## config.mk

```make
export PLATFORM = sky130hd
export DESIGN_NAME = i2c_cmd_arbiter
export DESIGN_NICKNAME = d
export VERILOG_FILES = /design/src/rtl/i2c_arb_pkg.sv /design/src/rtl/i2c_cmd_arbiter_rr_pick.sv /design/src/rtl/i2c_cmd_arbiter.sv
export SDC_FILE = /design/constraint.sdc
export NUM_CORES = 1
export LEC_CHECK = 0
export ABC_CLOCK_PERIOD_IN_PS = 2000
export BUFFER_PORTS_ARGS = -buffer_cell sky130_fd_sc_hd__buf_2
export CAP_MARGIN = 15
export CORE_MARGIN = 2
export CORE_UTILIZATION = 25
export DETAILED_ROUTE_END_ITERATION = 8
export PLACE_DENSITY = 0.61
export SLEW_MARGIN = 20
export SYNTH_ARGS = -nofsm -noshare
export SYNTH_HDL_FRONTEND = slang
export SYNTH_HIERARCHICAL = 1
export SYNTH_SLANG_ARGS = --single-unit
```

## constraint.sdc

```tcl
create_clock -name clk -period 2 [get_ports clk]
set_input_delay 0 -clock clk [delete_from_list [all_inputs] [get_ports clk]]
set_output_delay 0 -clock clk [all_outputs]
set_load 0.01 [all_outputs]
```

## src/rtl/i2c_arb_pkg.sv

```systemverilog
// i2c_arb_pkg: shared widths and FSM state type for the I2C command arbiter
package i2c_arb_pkg;
    localparam int I2C_ADDR_W  = 7;
    localparam int I2C_DATA_W  = 40;
    localparam int I2C_NBYTE_W = 4;
    localparam int I2C_BYTE_W  = 8;
    typedef enum logic [2:0] {IDLE, ISSUE, WAIT_BUSY, RUN, DONE} arb_state_t;
endpackage

```

## src/rtl/i2c_cmd_arbiter_rr_pick.sv

```systemverilog
// rr_pick: combinational round-robin selector; first request at or after ptr wins
module rr_pick #(
    parameter int N  = 4,
    parameter int IW = $clog2(N)
) (
    input  logic [N-1:0]  req,
    input  logic [IW-1:0] ptr,
    output logic [N-1:0]  gnt,
    output logic [IW-1:0] idx,
    output logic          any
);
    // scan from lowest to highest priority so the highest-priority hit is written last
    always_comb begin
        logic [IW-1:0] k;
        k = '0;
        idx = '0;
        for (int i = N - 1; i >= 0; i--) begin
            k = IW'((int'(ptr) + i) % N);
            if (req[k]) idx = k;
        end
        any = |req;
        gnt = any ? N'(1) << idx : '0;
    end
endmodule

```

## src/rtl/i2c_cmd_arbiter.sv

```systemverilog
// i2c_cmd_arbiter: round-robin sharing of one i2c_master among NUM_REQ requesters.
// Define I2C_ARB_TIMEOUT_EN to abort with error when m_busy never rises after m_start.
module i2c_cmd_arbiter
    import i2c_arb_pkg::*;
#(
    parameter int NUM_REQ     = 4,
    parameter int TIMEOUT_CYC = 64
) (
    input  logic                                   clk,
    input  logic                                   rst,
    input  logic [NUM_REQ-1:0]                     req,
    input  logic [NUM_REQ-1:0][I2C_ADDR_W-1:0]     req_addr,
    input  logic [NUM_REQ-1:0]                     req_rw,
    input  logic [NUM_REQ-1:0][I2C_DATA_W-1:0]     req_data_w,
    input  logic [NUM_REQ-1:0][I2C_NBYTE_W-1:0]    req_n_byte,
    output logic [NUM_REQ-1:0]                     grant,
    output logic [NUM_REQ-1:0]                     done,
    output logic [NUM_REQ-1:0]                     error,
    output logic [NUM_REQ-1:0]                     rd_valid,
    output logic [I2C_BYTE_W-1:0]                  rd_data,
    output logic [I2C_ADDR_W-1:0]                  m_addr,
    output logic                                   m_rw,
    output logic [I2C_DATA_W-1:0]                  m_data_w,
    output logic [I2C_NBYTE_W-1:0]                 m_n_byte,
    output logic                                   m_start,
    input  logic                                   m_busy,
    input  logic                                   m_erro_addr,
    input  logic                                   m_valid_out,
    input  logic [I2C_BYTE_W-1:0]                  m_data_out
);
    localparam int IW = $clog2(NUM_REQ);

    if (NUM_REQ < 2 || NUM_REQ > 8 || TIMEOUT_CYC < 1) begin : g_bad_cfg
        $error("i2c_cmd_arbiter: unsupported NUM_REQ or TIMEOUT_CYC");
    end

    arb_state_t         state;
    logic [IW-1:0]      g;
    logic [IW-1:0]      rr_ptr;
    logic [IW-1:0]      pick_idx;
    logic [NUM_REQ-1:0] pick_gnt;
    logic               pick_any;
    logic               err_flag;
`ifdef I2C_ARB_TIMEOUT_EN
    localparam int TW = $clog2(TIMEOUT_CYC + 1);
    logic [TW-1:0]      cnt;
`endif

    rr_pick #(.N(NUM_REQ), .IW(IW)) u_pick (
        .req (req),
        .ptr (rr_ptr),
        .gnt (pick_gnt),
        .idx (pick_idx),
        .any (pick_any)
    );

    // arbitration / sequencing FSM with all outputs registered
    always_ff @(posedge clk or posedge rst) begin
        if (rst) begin
            state    <= IDLE;
            g        <= '0;
            rr_ptr   <= '0;
            err_flag <= 1'b0;
            grant    <= '0;
            done     <= '0;
            error    <= '0;
            rd_valid <= '0;
            rd_data  <= '0;
            m_addr   <= '0;
            m_rw     <= 1'b0;
            m_data_w <= '0;
            m_n_byte <= '0;
            m_start  <= 1'b0;
`ifdef I2C_ARB_TIMEOUT_EN
            cnt      <= '0;
`endif
        end else begin
            done     <= '0;
            error    <= '0;
            rd_valid <= '0;
            m_start  <= 1'b0;
            case (state)
                IDLE: if (pick_any && !m_busy) begin
                    g        <= pick_idx;
                    grant    <= pick_gnt;
                    m_addr   <= req_addr[pick_idx];
                    m_rw     <= req_rw[pick_idx];
                    m_data_w <= req_data_w[pick_idx];
                    m_n_byte <= req_n_byte[pick_idx];
                    m_start  <= 1'b1;
                    err_flag <= 1'b0;
                    state    <= ISSUE;
                end
                ISSUE: begin
`ifdef I2C_ARB_TIMEOUT_EN
                    cnt   <= '0;
`endif
                    state <= WAIT_BUSY;
                end
                WAIT_BUSY: begin
                    if (m_erro_addr) err_flag <= 1'b1;
                    if (m_busy) state <= RUN;
`ifdef I2C_ARB_TIMEOUT_EN
                    else if (cnt == TW'(TIMEOUT_CYC - 1)) begin
                        err_flag <= 1'b1;
                        done     <= grant;
                        error    <= grant;
                        state    <= DONE;
                    end else cnt <= cnt + 1'b1;
`endif
                end
                RUN: begin
                    if (m_erro_addr) err_flag <= 1'b1;
                    if (m_valid_out) begin
                        rd_valid <= grant;
                        rd_data  <= m_data_out;
                    end
                    if (!m_busy) begin
                        done  <= grant;
                        error <= (err_flag || m_erro_addr) ? grant : '0;
                        state <= DONE;
                    end
                end
                DONE: begin
                    grant  <= '0;
                    rr_ptr <= (g == IW'(NUM_REQ - 1)) ? '0 : g + 1'b1;
                    state  <= IDLE;
                end
                default: state <= IDLE;
            endcase
        end
    end
endmodule

```

==> metrics.csv <==
metric,value,unit
ys_ff_latch,85,
hpwl,10100,microns
die_area,19800,sq um
wl_per_cell,16.1,microns
multi_input_area,2340,sq um
fin_skew,0.00907,ns
seq_area,2130,sq um
seqPwrFrac,31.4,%
tns,-10.20,ns
ys_types,37,
synthMuxAreaShare,41.5,%
area_growth,52.6,%
hold_slack,0.0587,ns
fmax,449,MHz
numCtsBuffers,9,
async_reset_ff_share,100,%
num_rows,50,
synth-seq-area-share,45.5,%
synth_edf_count,0,
clkPwrFrac,19.5,%
worstSetupEndpointType,flip-flop,
p_per_area,1280,nW/um^2
critPathTopFamily,multiplexers,
first_pass_iters,4,
nFillCells,1809,
power_frac_comb,49.1,%
hp-class,in2reg,
synth_compound_area_share,3.16,%
final-setup-viol-count,52,
cts_tree,done,
synth.cell_area,4680,sq um
max-clock-path-buffers,2,
p_int,6.09,mW
initial_core_util,25.3,%
grt_start_max_net_pins,56,
port_buffers,301,
post-place-ws,-0.247,ns
finalWeightedCongestion,0.732,
grt_pass1_vias,4119,
final_nets,850,
cts_sinks,85,
core,18500,sq um
cts-root-buf,clkbuf_16,
drt_iter0_drc,109,
dr_total_vias,3926,
synth-simple-area-share,4.01,%
finalCritPeriodShare,111,%
cap_violations,0,
yosys_most_used_dff,dfrtp_1,
synth_xor_xnor_area_share,0,%
avgSynthCellArea,15.7,sq um
switching_power,3.06,mW
fin_util,38.5,%
vdd_drop_max,0.452,mV
cpMaxStageDelayCell,mux4_2,
synthCells,297,
clock_latency,0.35,ns
drc,0,
leakage,3.50,nW
relSlewSlack,51.7,%
ant_nets,0,
ys_warn_count,6,
placed_cells,826,
grt_pass1_wl,20800,microns
htreeDepth,3,
die_x,141,microns
clk_pin_slew,0.07,ns
path_cells,mux2i_1 > o22ai_2 > a31oi_4 > buf_8 > buf_12 > mux4_2 > mux2_2,
cp_num_buf_inv,2,
status,"finished, violations left",
arrival,2.45,ns
cp.required,2.23,ns
max_stage_delay,0.50,ns
criticalPathCategory,reg2reg,
final_layout_size_suffix_gt1_share,74.1,%
io_pins,302,
chipHeight,141,microns
worst_pin_slew,0.724,ns
setup_slack,-0.225,ns
diodes,0,
min_period,2.23,ns
synthAdderAreaFrac,0.268,%
start_kind,flip-flop,
grt_overflow,0,
fin_cells,863,
final-hold-violation-count,0,
path_max_fanout,5,
synth_nets,523,
violations,setup timing,
rsz0062_at_grt,yes,
vias_per_cell,4.55,
antenna_found_initial,0,
p_sw_share,33.5,%
finalWirelength,13900,microns
synth_top_family_by_area,multiplexers,
track_usage,13.5,%
slew_viol_final,0,
## cell usage in the layout, fill, tap and decap left out, drive strengths merged, types with 2 or more instances in the layout
| cell type | Yosys | final |
|---|---|---|
| dlygate4sd3 | 0 | 11 |
| dfrtp | 85 | 85 |
| mux4 | 52 | 52 |
| nand2 | 8 | 8 |
| mux2 | 63 | 63 |
| clkinvlp | 0 | 2 |
| inv | 11 | 15 |
| o221a | 2 | 2 |
| clkbuf | 2 | 12 |
| nor2 | 7 | 7 |
| buf | 22 | 326 |
| and2 | 13 | 13 |
| a21boi | 2 | 2 |
| a21oi | 5 | 5 |
| o21ai | 4 | 4 |
| mux2i | 5 | 5 |
## Yosys cell counts (all sizes together), types with 2 or more instances
master / n / share of area [%]
nor2: 7 / 0.56
dfrtp: 85 / 45
mux2: 63 / 15
o21ai: 4 / 0.43
a21oi: 5 / 0.53
mux4: 52 / 25
and2: 13 / 1.7
a21boi: 2 / 0.32
nand2: 8 / 0.64
mux2i: 5 / 1.1
clkbuf: 2 / 0.16
inv: 11 / 0.88
o221a: 2 / 0.48
buf: 22 / 4.5
## sequential cells by signal, indices dropped and copies added (netlist names)
signal    flops
done          4
err_flag      1
error         4
g             2
grant         4
m_addr        7
m_data_w     40
m_n_byte      4
m_rw          1
m_start       1
rd_data       8
rd_valid      4
rr_ptr        2
state         3
## timing repair
item,in CTS,in global routing
pin swaps,1,1
endpoints found under the hold margin,97,0
resized for setup,6,12
setup buffers,5,0
cloned,3,3
hold buffers,11,0
setup endpoints to repair,52,52
## power groups by stage
stage | registers [mW] | clock network [mW] | logic [mW]
after CTS | 2.88 | 1.85 | 4.38
after floorplan | 3.22 | 0 | 2.38
final | 2.87 | 1.79 | 4.49
after global placement | 2.89 | 0 | 4.06
after detailed placement | 2.90 | 0 | 4.11
after global routing | 2.99 | 1.93 | 4.87
## per-layer routing
metal / vias to the layer above / wire length, microns / GRT usage [%]
li1: 1795 / - / -
met1: 1929 / 5430 / 15.6
met2: 190 / 7250 / 24.2
met3: 12 / 976 / 3.60
met4: 0 / 200 / 4.32
met5: - / 0 / 0
## path summary, 6_finish.rpt
path	slack, ns	cells after the start	from	endpoint
setup / recovery	-0.23	7	rr_ptr[1]	m_data_w[3]
hold / removal	0.06	4	req[3]	grant[3]
setup reg to reg	-0.23	7	rr_ptr[1]	m_data_w[3]
hold reg to reg	0.48	1	g[0]	rr_ptr[0]
max in group asynchronous	1.06	4	rst	m_data_w[27]
min in group asynchronous	0.33	4	rst	m_start
## logic make-up after synthesis
group | Yosys count
AO/OA/AOI/OAI | 21
adder cells (fa/ha/maj) | 1
buffers and inverters | 35
flip-flops | 85
multiplexers | 120
AND/OR/NAND/NOR | 35
## stage by stage
stage               instance area (sq um)  power (mW)
CTS                                  7030        9.11
floorplan                            4680        5.60
finish                               7140        9.15
global placement                     6490        6.95
detailed placement                   6490        7.01
global route                         7140        9.79
## worst min-delay path, cell delays in order
cell	delay, ns
buf_2	0.14
o221a_2	0.13
inv_1	0.04
mux2i_1	0.05
## layout make-up
| type | instances | area share [%] |
|---|---|---|
| clock buffers | 9 | 3.16 |
| clock inverters | 7 | 1.24 |
| inverters | 11 | 0.631 |
| multi-input cells | 177 | 32.7 |
| flip-flops and latches | 85 | 29.8 |
| well taps | 234 | 4.10 |
| repair buffers | 340 | 28.3 |
(Power assumes the default switching activity.)
